$ cat config.mk
export PLATFORM = sky130hd
export DESIGN_NAME = display_scanner_flat
export DESIGN_NICKNAME = d
export VERILOG_FILES = /design/src/rtl/display_scanner_if.sv /design/src/rtl/display_scanner.sv /design/src/flat_wrapper.sv
export SDC_FILE = /design/constraint.sdc
export NUM_CORES = 1
export LEC_CHECK = 0
export CAP_MARGIN = 0
export CORE_ASPECT_RATIO = 0.7
export CORE_MARGIN = 5
export CORE_UTILIZATION = 25
export DETAILED_ROUTE_END_ITERATION = 7
export GPL_ROUTABILITY_DRIVEN = 0
export GPL_TIMING_DRIVEN = 0
export SLEW_MARGIN = 20
export SYNTH_ARGS = -nofsm -noshare
export SYNTH_HDL_FRONTEND = slang
export SYNTH_SLANG_ARGS = --single-unit
export TNS_END_PERCENT = 20
$ cat constraint.sdc
create_clock -name clk -period 2.17 [get_ports clk]
set_input_delay 0.434 -clock clk [delete_from_list [all_inputs] [get_ports clk]]
set_output_delay 0.434 -clock clk [all_outputs]
set_load 0.05 [all_outputs]
$ cat src/rtl/display_scanner_if.sv
// Frame handoff between the per-digit segment decoders and the display scanner.
// The source presents a whole frame of segment codes and holds it until the
// scanner signals that its pending buffer is free.
interface display_scanner_if #(
    parameter int NUM_DIGITS = 4
);
    logic [8*NUM_DIGITS-1:0] frame_data;   // digit i at [8i+7:8i], bit7 = segment A
    logic                    frame_valid;
    logic                    frame_ready;

    // Frame source (decoder side)
    modport master (
        output frame_data,
        output frame_valid,
        input  frame_ready
    );

    // Frame sink (scanner side)
    modport slave (
        input  frame_data,
        input  frame_valid,
        output frame_ready
    );
endinterface

$ cat src/rtl/display_scanner.sv
// Time-multiplexed 7-segment display scanner.
// Each digit slot is 8 sub-slots of PRESCALE clocks. Sub-slot 0 is always dark
// (anti-ghosting dead time) and sub-slots 1..bri_q are lit, giving 3-bit PWM.
// Frames are double-buffered: a new frame waits in the pending buffer and is
// promoted to the displayed buffer only at a frame boundary, so a scan never
// shows a mix of two frames.
module display_scanner #(
    parameter int NUM_DIGITS     = 4,
    parameter int PRESCALE       = 50000,
    parameter bit SEG_ACTIVE_LOW = 1'b0,
    parameter bit DIG_ACTIVE_LOW = 1'b1,
    localparam int IDX_W         = (NUM_DIGITS > 1) ? $clog2(NUM_DIGITS) : 1
) (
    input  logic                  clk,
    input  logic                  rst_n,
    display_scanner_if.slave      frame_bus,
    input  logic [2:0]            brightness,
    output logic [7:0]            seg_out,
    output logic [NUM_DIGITS-1:0] dig_sel,
    output logic [IDX_W-1:0]      scan_idx,
    output logic                  frame_start
);

    localparam int                    PRE_W   = (PRESCALE > 1) ? $clog2(PRESCALE) : 1;
    localparam logic [7:0]            SEG_OFF = SEG_ACTIVE_LOW ? 8'hFF : 8'h00;
    localparam logic [NUM_DIGITS-1:0] DIG_OFF = {NUM_DIGITS{DIG_ACTIVE_LOW}};

    // Scan counters
    logic [PRE_W-1:0]            r_pre_cnt;
    logic [2:0]                  r_sub_cnt;
    logic [IDX_W-1:0]            r_dig_cnt;

    // Frame buffers
    logic [8*NUM_DIGITS-1:0]     r_active_frame;
    logic [8*NUM_DIGITS-1:0]     r_pending_frame;
    logic                        r_pending_full;

    // Brightness latched per digit slot
    logic [2:0]                  r_bri_q;

    // Registered outputs
    logic [7:0]                  r_seg_out;
    logic [NUM_DIGITS-1:0]       r_dig_sel;
    logic [IDX_W-1:0]            r_scan_idx;

    logic                        w_pre_wrap;
    logic                        w_sub_wrap;
    logic                        w_boundary;
    logic                        w_slot_start;
    logic                        w_accept;
    logic                        w_lit;
    logic [7:0]                  w_seg_code;
    logic [NUM_DIGITS-1:0]       w_dig_onehot;

    assign w_pre_wrap   = (r_pre_cnt == PRE_W'(PRESCALE - 1));
    assign w_sub_wrap   = w_pre_wrap && (r_sub_cnt == 3'd7);
    assign w_boundary   = w_sub_wrap && (r_dig_cnt == IDX_W'(NUM_DIGITS - 1));
    assign w_slot_start = (r_pre_cnt == '0) && (r_sub_cnt == 3'd0);

    // The pending buffer is the only thing that can back-pressure the source.
    assign frame_bus.frame_ready = !r_pending_full;
    assign w_accept              = frame_bus.frame_valid && !r_pending_full;

    // Sub-slot 0 is the dead time; sub-slots 1..bri_q carry the PWM on-time.
    assign w_lit = (r_sub_cnt != 3'd0) && (r_sub_cnt <= r_bri_q);

    // Select the segment code and one-hot enable of the digit under scan
    always_comb begin
        // NOTE: every always_comb output gets a default first so no path leaves it unassigned and infers a latch.
        w_seg_code   = '0;
        w_dig_onehot = '0;
        for (int i = 0; i < NUM_DIGITS; i++) begin
            if (r_dig_cnt == IDX_W'(i)) begin
                w_seg_code      = r_active_frame[8*i +: 8];
                w_dig_onehot[i] = 1'b1;
            end
        end
    end

    // Prescaler, sub-slot and digit counters; digit index wraps, never saturates
    always_ff @(posedge clk or negedge rst_n) begin
        if (!rst_n) begin
            r_pre_cnt <= '0;
            r_sub_cnt <= 3'd0;
            r_dig_cnt <= '0;
        end else if (w_pre_wrap) begin
            // NOTE: sequential state uses non-blocking assignments so every register sees pre-edge values.
            r_pre_cnt <= '0;
            r_sub_cnt <= r_sub_cnt + 3'd1;
            if (w_sub_wrap) begin
                r_dig_cnt <= (r_dig_cnt == IDX_W'(NUM_DIGITS - 1)) ? '0 : r_dig_cnt + IDX_W'(1);
            end
        end else begin
            r_pre_cnt <= r_pre_cnt + PRE_W'(1);
        end
    end

    // Pending flag and displayed frame: accept on handshake, promote at the frame boundary
    always_ff @(posedge clk or negedge rst_n) begin
        if (!rst_n) begin
            r_pending_full <= 1'b0;
            r_active_frame <= '0;
        end else begin
            // Accept and promote are exclusive: accepting needs the buffer empty, promoting needs it full.
            if (w_accept) begin
                r_pending_full <= 1'b1;
            end else if (w_boundary && r_pending_full) begin
                r_pending_full <= 1'b0;
            end
            if (w_boundary && r_pending_full) begin
                r_active_frame <= r_pending_frame;
            end
        end
    end

    // Pending frame data register
    always_ff @(posedge clk) begin
        // NOTE: data-only storage is left unreset; r_pending_full qualifies it, so its power-up contents are never used.
        if (w_accept) begin
            r_pending_frame <= frame_bus.frame_data;
        end
    end

    // Latch brightness at the start of each digit slot so mid-slot changes wait for the next slot
    always_ff @(posedge clk or negedge rst_n) begin
        if (!rst_n) begin
            r_bri_q <= 3'd0;
        end else if (w_slot_start) begin
            r_bri_q <= brightness;
        end
    end

    // Output stage: one cycle behind the counters, polarity applied here
    always_ff @(posedge clk or negedge rst_n) begin
        if (!rst_n) begin
            r_seg_out  <= SEG_OFF;
            r_dig_sel  <= DIG_OFF;
            r_scan_idx <= '0;
        end else begin
            r_seg_out  <= w_lit ? (w_seg_code ^ SEG_OFF) : SEG_OFF;
            r_dig_sel  <= w_lit ? (w_dig_onehot ^ DIG_OFF) : DIG_OFF;
            r_scan_idx <= r_dig_cnt;
        end
    end

    assign seg_out     = r_seg_out;
    assign dig_sel     = r_dig_sel;
    assign scan_idx    = r_scan_idx;
    assign frame_start = w_boundary;

endmodule

$ cat src/flat_wrapper.sv
// flat-port wrapper written by rule: the top's interface ports become plain ports
module display_scanner_flat 
#(
    parameter int NUM_DIGITS     = 4,
    parameter int PRESCALE       = 50000,
    parameter bit SEG_ACTIVE_LOW = 1'b0,
    parameter bit DIG_ACTIVE_LOW = 1'b1,
    localparam int IDX_W         = (NUM_DIGITS > 1) ? $clog2(NUM_DIGITS) : 1
)
  (clk, rst_n, brightness, seg_out, dig_sel, scan_idx, frame_start, frame_bus_frame_data, frame_bus_frame_valid, frame_bus_frame_ready);
  display_scanner_if #(.NUM_DIGITS(NUM_DIGITS)) frame_bus_i ();
  input  logic clk;
  input  logic rst_n;
  input  logic [2:0] brightness;
  output logic [7:0] seg_out;
  output logic [NUM_DIGITS-1:0] dig_sel;
  output logic [IDX_W-1:0] scan_idx;
  output logic frame_start;
  input wire logic [$bits(frame_bus_i.frame_data)-1:0] frame_bus_frame_data;
  input wire logic [$bits(frame_bus_i.frame_valid)-1:0] frame_bus_frame_valid;
  output wire logic [$bits(frame_bus_i.frame_ready)-1:0] frame_bus_frame_ready;
  assign frame_bus_i.frame_data = frame_bus_frame_data;
  assign frame_bus_i.frame_valid = frame_bus_frame_valid;
  assign frame_bus_frame_ready = frame_bus_i.frame_ready;
  display_scanner #(.NUM_DIGITS(NUM_DIGITS), .PRESCALE(PRESCALE), .SEG_ACTIVE_LOW(SEG_ACTIVE_LOW), .DIG_ACTIVE_LOW(DIG_ACTIVE_LOW)) u_core (.clk(clk), .rst_n(rst_n), .frame_bus(frame_bus_i), .brightness(brightness), .seg_out(seg_out), .dig_sel(dig_sel), .scan_idx(scan_idx), .frame_start(frame_start));
endmodule
## Yosys cells after proc, flatten, opt, wreduce, memory -nomap -nowiden

Index checks and enable logic that the tools add are counted.

- Input bits: 38
- Output and inout port bits: 16
- Word-level logic and storage cells: 47
- Flip-flop bits (word level): 103

- $add $sub $neg: 3
- Reductions and logical operators: 13
- Bitwise operators: 1
- Equal/unequal tests: 5
- Multiplexer cells: 14
- Magnitude comparators: 1

Operators by type and width:

| cell | count |
|---|---|
| 2-to-1 mux 8 bit | 5 |
| adder 16 x 1 -> 16 bit, second input constant | 1 |
| == test 16 bit, second input constant | 1 |
| logical NOT 16 bit | 1 |
| 2-to-1 mux 16 bit | 1 |
| logical AND 1 bit | 6 |
| 2-to-1 mux 1 bit | 6 |
| == test 2 bit, second input constant | 2 |
| 2-to-1 mux 4 bit | 1 |
| inverter 4 bit | 1 |
| adder 3 x 1 -> 3 bit, second input constant | 1 |
| == test 3 bit, second input constant | 1 |
| <= comparator 3 bit | 1 |
| logical NOT 3 bit | 1 |
| nonzero test 3 bit | 1 |
| adder 2 x 1 -> 2 bit, second input constant | 1 |
| == test 2 x 1 -> 1 bit, second input constant | 1 |
| logical NOT 2 bit | 1 |
| 2-to-1 mux 2 bit | 1 |
| AND reduction 2 bit | 1 |
| nonzero test 2 bit | 1 |
| logical NOT 1 bit | 1 |

## Longest topological paths before layout

Gate-level depths: netlist of run 1.

- Depth in word-level cells: 6
- Depth in mapped cells: 8
- Mapped depth without buffers: 6

## Worst setup path after synthesis of run 1

OpenSTA, ideal clock, no wires.

- Kind: input-to-reg
- Start: input frame_bus_frame_valid
- End: register u_core.r_pending_frame[0], enable pin
- Buffers on the path: 0
- Stages on the path: 1
- Setup time: 0.425 ns
- Data required time: 1.745 ns
- Slack: -0.136 ns
- Arrival: 1.882 ns
- Path through: nor2b_1

- Longest elaborated chain between the ends: 1

RTL lines:

| item | line | source |
|---|---|---|
| start: declaration | flat_wrapper.sv:20 | `input wire logic [$bits(frame_bus_i.frame_valid)-1:0] frame_bus_frame_valid;` |
| logical AND 1 bit | display_scanner.sv:62 | `assign w_accept = frame_bus.frame_valid && !r_pending_full;` |
| end signal: assignment | display_scanner.sv:120 | `r_pending_frame <= frame_bus.frame_data;` |
| end: declaration | display_scanner.sv:35 | `logic [8*NUM_DIGITS-1:0] r_pending_frame;` |

No other way between the ends.
A chain may end at the register's enable or synchronous reset.

## Worst setup path after layout of run 1

- Start: register u_core.r_pre_cnt[11]
- End: output frame_start

- Longest elaborated chain between the ends: 3

RTL lines:

| item | line | source |
|---|---|---|
| start: declaration | display_scanner.sv:29 | `logic [PRE_W-1:0] r_pre_cnt;` |
| start signal: assignment | display_scanner.sv:94 | `r_pre_cnt <= r_pre_cnt + PRE_W'(1);` |
| == test 16 bit | display_scanner.sv:55 | `assign w_pre_wrap = (r_pre_cnt == PRE_W'(PRESCALE - 1));` |
| logical AND 1 bit | display_scanner.sv:56 | `assign w_sub_wrap = w_pre_wrap && (r_sub_cnt == 3'd7);` |
| logical AND 1 bit | display_scanner.sv:57 | `assign w_boundary = w_sub_wrap && (r_dig_cnt == IDX_W'(NUM_DIGITS - 1));` |
| end: declaration | flat_wrapper.sv:18 | `output logic frame_start;` |

No other way between the ends.

==> flow_metrics.env, run 1 <==
export IMPL_number_of_inserted_diodes=0
export IMPL_syn_cell_area_mm2=0.00432
export IMPL_dieArea_mm2=0.0200
export IMPL_combPwrFrac=0.030
export IMPL_leakage_nw=2.29
export IMPL_drtIter0Drc=185
export IMPL_detail_route_drc_violations=0
export IMPL_max_stage_delay_ns=0.44
export IMPL_worst_case_hold_slack_ns=0.0620
export IMPL_placement_rows=40
export IMPL_grt_util_all_layers=0.0931
export IMPL_ir_drop_mv=0.320
export IMPL_yosys_area_top_type_share=0.388
export IMPL_hold_buffers=0
export IMPL_detail_route_antenna_nets=0
export IMPL_power_total_mw=3.69
export IMPL_antenna_found_initial=0
export IMPL_worst_setup_path_type="reg2out"
export IMPL_outcome="finished with violations"
export IMPL_die_x_um=167
export IMPL_numCtsBuffers=9
export IMPL_synth_net_count=343
export IMPL_achievable_frequency_mhz=449
export IMPL_clock_sink_count=103
export IMPL_port_buffers=53
export IMPL_tightestPinTransition_ns=0.639
export IMPL_sequential_area_share_after_synthesis=0.635
export IMPL_synth_warning_count=0
export IMPL_gr_total_overflow=0
export IMPL_boundaryPins=54
export IMPL_r2r_end="u_core.r_active_frame[20]"
export IMPL_power_share_clock=0.426
export IMPL_drive_gt1_frac=0.236
export IMPL_slew_violations=0
export IMPL_start_kind="flip-flop"
export IMPL_max_slew_margin=0.570
export IMPL_initial_core_util=0.253
export IMPL_pwr_density_cell_mw_per_mm2=661
export IMPL_cp_top_family="simple AND/OR/NAND/NOR gates"
export IMPL_yosysTopAreaCell="dfrtp_1"
export IMPL_internal_power_mw=2.97
export IMPL_final_period_utilization=1.03
export IMPL_maxCapViolCount=0
export IMPL_worst_setup_path_end_kind="output port"
export IMPL_worst_r2r_setup_slack_ns=0.10
export IMPL_post_synth_cell_area_avg_um2=14.7
export IMPL_worstHoldPathType="in2async"
export IMPL_cp_max_fo=4
export IMPL_clk_root_buffer_cell="clkbuf_16"
export IMPL_finish_utilization=0.327
export IMPL_vias_per_cell=4.15
export IMPL_report_final_hold_viol_count=0
export IMPL_max_clock_path_buffers=2
export IMPL_detailroute_via_count=2489
export IMPL_switching_part_of_the_total=0.196
export IMPL_finalSetupViolations=1
export IMPL_wirelength_mm=8.94
export IMPL_vias_in_the_first_global_route=2729
export IMPL_synth_top_flop_cell="dfrtp_1"
export IMPL_required_time_reported_for_the_critical_path_endpoint_ns=1.74
export IMPL_reg2reg_depth=7
export IMPL_postSynthRegisterBits=103
export IMPL_smallest_setup_slack_after_layout_ns=-0.0549
export IMPL_netlist_instances=293
export IMPL_violations_in_the_final_reports="setup timing"
export IMPL_netlist_top_cells_area="dfrtp_1 39%, edfxtp_1 22%, mux2_4 10%"
export IMPL_path_buf_inv=2
export IMPL_final_setup_skew_ns=0.0107
export IMPL_clock_tree_htree_level_count=3
export IMPL_switchingPower_mw=0.724
export IMPL_core_area_mm2=0.0171
export IMPL_cts_tree="done"
export IMPL_dpl_hpwl_mm=6.46
export IMPL_crit_path_cell_trace="nor4_4 -> and4_4 -> clkbuf_8 -> and3_4 -> buf_8"
export IMPL_clock_insertion_delay_worst_skew_ns=0.34
export IMPL_grt_max_degree=37
export IMPL_area_growth_pct=29.3
export IMPL_post_synth_num_cell_types=34
export IMPL_finalNetCount=414
export IMPL_crit_reg2reg_launch="u_core.r_pre_cnt[11]"
export IMPL_grt_first_pass_wirelength_mm=14.5
export IMPL_crit_arrival_ns=1.79
export IMPL_setup_repair_after_global_routing_missed_its_margin="true"
export IMPL_final_period_minus_worst_setup_slack_ns=2.22
export IMPL_synth_enable_flop_cells=32
export IMPL_worst_path_max_delay_cell="dfrtp_2"
export IMPL_mean_routed_wirelength_per_cell_um=14.9
export IMPL_async_reset_ff_frac=0.689
export IMPL_drt_pass1_iter_count=4
export IMPL_cts_clk_slew_worst_paths_ns=0.07
export IMPL_die_height_um=120
export IMPL_portion_of_total_power_attributed_to_sequential_cells=0.543
==> Yosys cell counts, types with 2 or more instances <==
library cell / n
a21oi_1: 9
a221o_1: 7
a22oi_1: 8
and3_1: 4
and4_1: 5
buf_12: 4
clkbuf_1: 8
dfrtp_1: 67
dfstp_2: 4
edfxtp_1: 32
ha_1: 12
inv_1: 18
mux2_2: 10
mux2_4: 29
nand2_1: 7
nand2b_1: 2
nand3_1: 10
nand4_1: 4
nor2_1: 11
nor2b_1: 5
nor3_1: 10
nor4_1: 2
o21ai_0: 4
xnor2_1: 5
xor2_1: 7
==> logic make-up after synthesis <==
| logic type | share of synthesized area |
|---|---|
| and+or+nand+nor | 0.0843 |
| xor gates and xnor gates | 0.0243 |
| buffers and inverters | 0.0429 |
| AOI/OAI and AO/OA | 0.0495 |
| muxes | 0.129 |
| DFF | 0.635 |
| adders and majority gates | 0.0348 |
==> placed cells by master, fill, tap and decap left out, drive strengths merged, types with 6 or more instances in the layout <==
cell | Yosys | routed
ha | 12 | 12
a21oi | 9 | 9
a221o | 7 | 7
xor2 | 7 | 7
a22oi | 8 | 8
inv | 18 | 19
mux2 | 39 | 39
clkdlybuf4s50 | 0 | 50
nor2 | 11 | 11
nor3 | 10 | 10
and4 | 6 | 6
clkbuf | 8 | 19
dfrtp | 67 | 67
buf | 5 | 14
nand2 | 7 | 7
edfxtp | 32 | 32
nand3 | 10 | 10
==> how the worst max path moves through the flow <==
stage                         startpoint                         to  slack, ns  cells after the start
global route        u_core.r_pre_cnt[11]                frame_start      -0.16                      5
CTS                 u_core.r_pre_cnt[13]                frame_start      -0.14                      6
detailed placement   u_core.r_dig_cnt[0]                frame_start      -0.90                      5
global placement                   rst_n  u_core.r_active_frame[10]      -1.80                      1
floorplan            u_core.r_pre_cnt[0]                frame_start      -0.08                      6
finish              u_core.r_pre_cnt[11]                frame_start      -0.05                      5
==> layout make-up <==
type                            instances  area (um^2)
Clock buffer                           11          233
Sequential cell                       103         2750
Clock inverter                          5         58.8
Timing Repair Buffer                   61          621
Fill cell                            1674        11500
Buffer                                 12          130
Inverter                               18         67.6
Multi-Input combinational cell        159         1440
Tap cell                              231          289
==> metal layers <==
metal  GRT usage  routed length [um]
met5           0                   0
met4      0.0327                 106
met3      0.0356                 544
met2       0.133                3880
met1       0.129                4410
==> timing repair <==
| action | 4_1_cts | 5_1_grt |
|---|---|---|
| setup endpoints to repair | 1 | 39 |
| pin swaps | 2 | 2 |
| buffers inserted | 5 | 1 |
| gates resized for setup | 21 | 10 |
==> sequential cells by signal (all words and copies together), names as in the netlist <==
name / count
u_core.dig_sel: 4
u_core.r_active_frame: 32
u_core.r_bri_q: 3
u_core.r_dig_cnt: 2
u_core.r_pending_frame: 32
u_core.r_pending_full: 1
u_core.r_pre_cnt: 16
u_core.r_sub_cnt: 3
u_core.scan_idx: 2
u_core.seg_out: 8
==> through the flow <==
step                      worst slack [ns]  TNS (ns)  instance area [um^2]  cells
after floorplan                    -0.0827   -0.0827                  4320    293
after global placement               -1.80   -138.35                  5140    577
after detailed placement            -0.899    -0.899                  5180    579
after CTS                           -0.138    -0.138                  5560    600
after global routing                -0.161    -0.169                  5590    600
final                              -0.0549   -0.0549                  5590    600
==> power groups by stage <==
stage          combinational [mW]  sequential [mW]  clock, mW
3_5_place_dp                0.114             2.05          0
3_3_place_gp                0.108             2.05          0
4_1_cts                     0.115             2.01       1.64
6_report                    0.112             2.01       1.58
2_1_floorplan             0.00991             2.05          0
5_1_grt                     0.126             2.01       1.71
Note: power is estimated with default switching activity, not from simulation.
==> inputs of run 2 (changes only) <==
Settings changed: CTS_BUF_LIST set to sky130_fd_sc_hd__clkbuf_8, PLACE_DENSITY set to 0.45.
==> flow_metrics.env, run 2 (same netlist as run 1, synthesis figures left out) <==
export IMPL_tightestPinTransition_ns=0.822
export IMPL_detailroute_via_count=2451
export IMPL_violations_in_the_final_reports="hold timing, setup timing"
export IMPL_maxCapViolCount=0
export IMPL_core_area_mm2=0.0171
export IMPL_setup_worst_path_end="frame_start"
export IMPL_cp_top_family="simple AND/OR/NAND/NOR gates"
export IMPL_cell_depth_of_the_worst_setup_path=6
export IMPL_max_clock_path_buffers=2
export IMPL_number_of_inserted_diodes=0
export IMPL_cts_tree="done"
export IMPL_start_kind="flip-flop"
export IMPL_report_final_hold_viol_count=1
export IMPL_clock_insertion_delay_worst_skew_ns=0.38
export IMPL_final_setup_skew_ns=0.0183
export IMPL_gr_total_overflow=0
export IMPL_drive_gt1_frac=0.229
export IMPL_drt_pass1_iter_count=5
export IMPL_dieArea_mm2=0.0200
export IMPL_worst_path_max_delay_cell="dfrtp_1"
export IMPL_placed_cell_area_mm2=0.00519
export IMPL_initial_core_util=0.253
export IMPL_slew_violations=0
export IMPL_crit_arrival_ns=1.92
export IMPL_max_stage_delay_ns=0.43
export IMPL_r2r_end="u_core.r_active_frame[24]"
export IMPL_max_slew_margin=0.452
export IMPL_path_buf_inv=3
export IMPL_drtIter0Drc=121
export IMPL_vias_per_cell=4.07
export IMPL_clk_root_buffer_cell="clkbuf_8"
export IMPL_detail_route_drc_violations=0
export IMPL_crit_reg2reg_launch="u_core.r_pre_cnt[13]"
export IMPL_setup_worst_path_start="u_core.r_pre_cnt[13]"
export IMPL_clock_tree_htree_level_count=3
export IMPL_grt_first_pass_wirelength_mm=14.9
export IMPL_boundaryPins=54
export IMPL_grt_max_degree=38
export IMPL_vias_in_the_first_global_route=2575
export IMPL_finalNetCount=416
export IMPL_antenna_found_initial=0
export IMPL_final_period_minus_worst_setup_slack_ns=2.36
export IMPL_leakage_nw=2.27
export IMPL_detail_route_antenna_nets=0
export IMPL_pwr_density_cell_mw_per_mm2=581
export IMPL_layout_commonest_cell="dfrtp_1"
export IMPL_fin_area_mm2=0.00553
export IMPL_finalSetupViolations=1
export IMPL_port_buffers=53
export IMPL_multiInputGateArea_mm2=0.00143
export IMPL_worst_setup_path_type="reg2out"
export IMPL_layout_common_cells="67 x dfrtp_1, 46 x clkdlybuf4s50_1, 32 x edfxtp_1, 29 x mux2_4, 20 x inv_1"
export IMPL_die_height_um=120
export IMPL_ir_drop_mv=0.267
export IMPL_worst_case_hold_slack_ns=-0.00352
export IMPL_mean_routed_wirelength_per_cell_um=15.4
export IMPL_wirelength_mm=9.27
export IMPL_die_x_um=167
export IMPL_crit_path_cell_trace="nor4_4 -> and4_1 -> buf_6 -> clkbuf_16 -> and3_4 -> buf_8"
export IMPL_dpl_hpwl_mm=6.68
export IMPL_placement_rows=40
export IMPL_cp_max_fo=2
export IMPL_setup_repair_after_global_routing_missed_its_margin="true"
export IMPL_final_period_utilization=1.09
export IMPL_clock_sink_count=103
export IMPL_required_time_reported_for_the_critical_path_endpoint_ns=1.74
export IMPL_outcome="finished with violations"
export IMPL_area_growth_pct=28.0
export IMPL_worst_setup_path_end_kind="output port"
export IMPL_achievable_frequency_mhz=424
export IMPL_sequential_area_mm2=0.00274
export IMPL_cts_clk_slew_worst_paths_ns=0.10
export IMPL_final_fill_count=1691
export IMPL_grt_util_all_layers=0.0972
export IMPL_reg2reg_depth=8
export IMPL_smallest_setup_slack_after_layout_ns=-0.187
export IMPL_largestRegisters="u_core.r_active_frame: 32 flops, u_core.r_pending_frame: 32 flops, u_core.r_pre_cnt: 16 flops"
export IMPL_worst_r2r_setup_slack_ns=0.01
export IMPL_worstHoldPathType="in2async"
export IMPL_numCtsBuffers=9
## run 2: cell count changes in the layout (fill, tap and decap cells not counted), moves of 2 or more
cell             before  now
clkbuf_16             9    3
clkbuf_1              5    2
inv_1                18   20
clkdlybuf4s50_1      50   46
dlygate4sd2_1         0    3
clkbuf_8              1   10
dfrtp_1              64   67
dfrtp_2               3    0
## run 2: routing by layer
| layer | vias up | part of all wire | global-route usage |
|---|---|---|---|
| met5 | - | 0 | 0 |
| met4 | 0 | 0.011 | 0.0230 |
| met3 | 6 | 0.044 | 0.0379 |
| met2 | 52 | 0.40 | 0.127 |
| met1 | 1190 | 0.55 | 0.148 |
| li1 | 1203 | - | - |
## run 2: timing repair
action,4_1_cts,5_1_grt
hold buffers,0,0
endpoints found under the setup margin,4,42
resized for setup,21,10
pin swaps,3,0
buffers inserted,5,1
gates cloned,0,2
## run 2: per-stage QoR
step | TNS (ns) | setup slack, ns | cells | util | power [mW]
after floorplan | -0.0827 | -0.0827 | 293 | - | 2.06
after global placement | -153.47 | -1.96 | 577 | 0.301 | 2.16
after detailed placement | -0.921 | -0.921 | 579 | 0.304 | 2.16
after CTS | -0.596 | -0.242 | 600 | 0.319 | 3.28
after global routing | -2.51 | -0.294 | 602 | 0.324 | 3.36
final | -0.187 | -0.187 | 602 | 0.324 | 3.21
## run 2: how the worst min path moves through the flow
| stage | startpoint | to | slack (ns) |
|---|---|---|---|
| 2_1_floorplan | rst_n | u_core.r_active_frame[0] | 0.14 |
| 3_3_place_gp | u_core.r_dig_cnt[1] | u_core.scan_idx[1] | 0.46 |
| 3_5_place_dp | rst_n | u_core.r_pre_cnt[2] | 0.44 |
| 5_1_grt | rst_n | u_core.r_pre_cnt[8] | 0.009 |
| 4_1_cts | rst_n | u_core.r_pre_cnt[8] | 0.006 |
| 6_report | rst_n | u_core.r_pre_cnt[8] | -0.004 |
## run 2: area by class of cell
type	count	share of cell area
plain buffers	12	0.0265
clock inverters	6	0.00702
multi-input cells	159	0.259
well taps	231	0.0523
inverters	18	0.0122
flip-flops and latches	103	0.496
repair buffers	63	0.122
clock buffers	10	0.0249
## run 2: power by group
| group | total (mW) | switching, mW | internal (mW) |
|---|---|---|---|
| clock | 1.10 | 0.652 | 0.445 |
| sequential | 2.01 | 0.00157 | 2.00 |
| combinational | 0.110 | 0.0434 | 0.0667 |
| total | 3.21 | 0.697 | 2.51 |
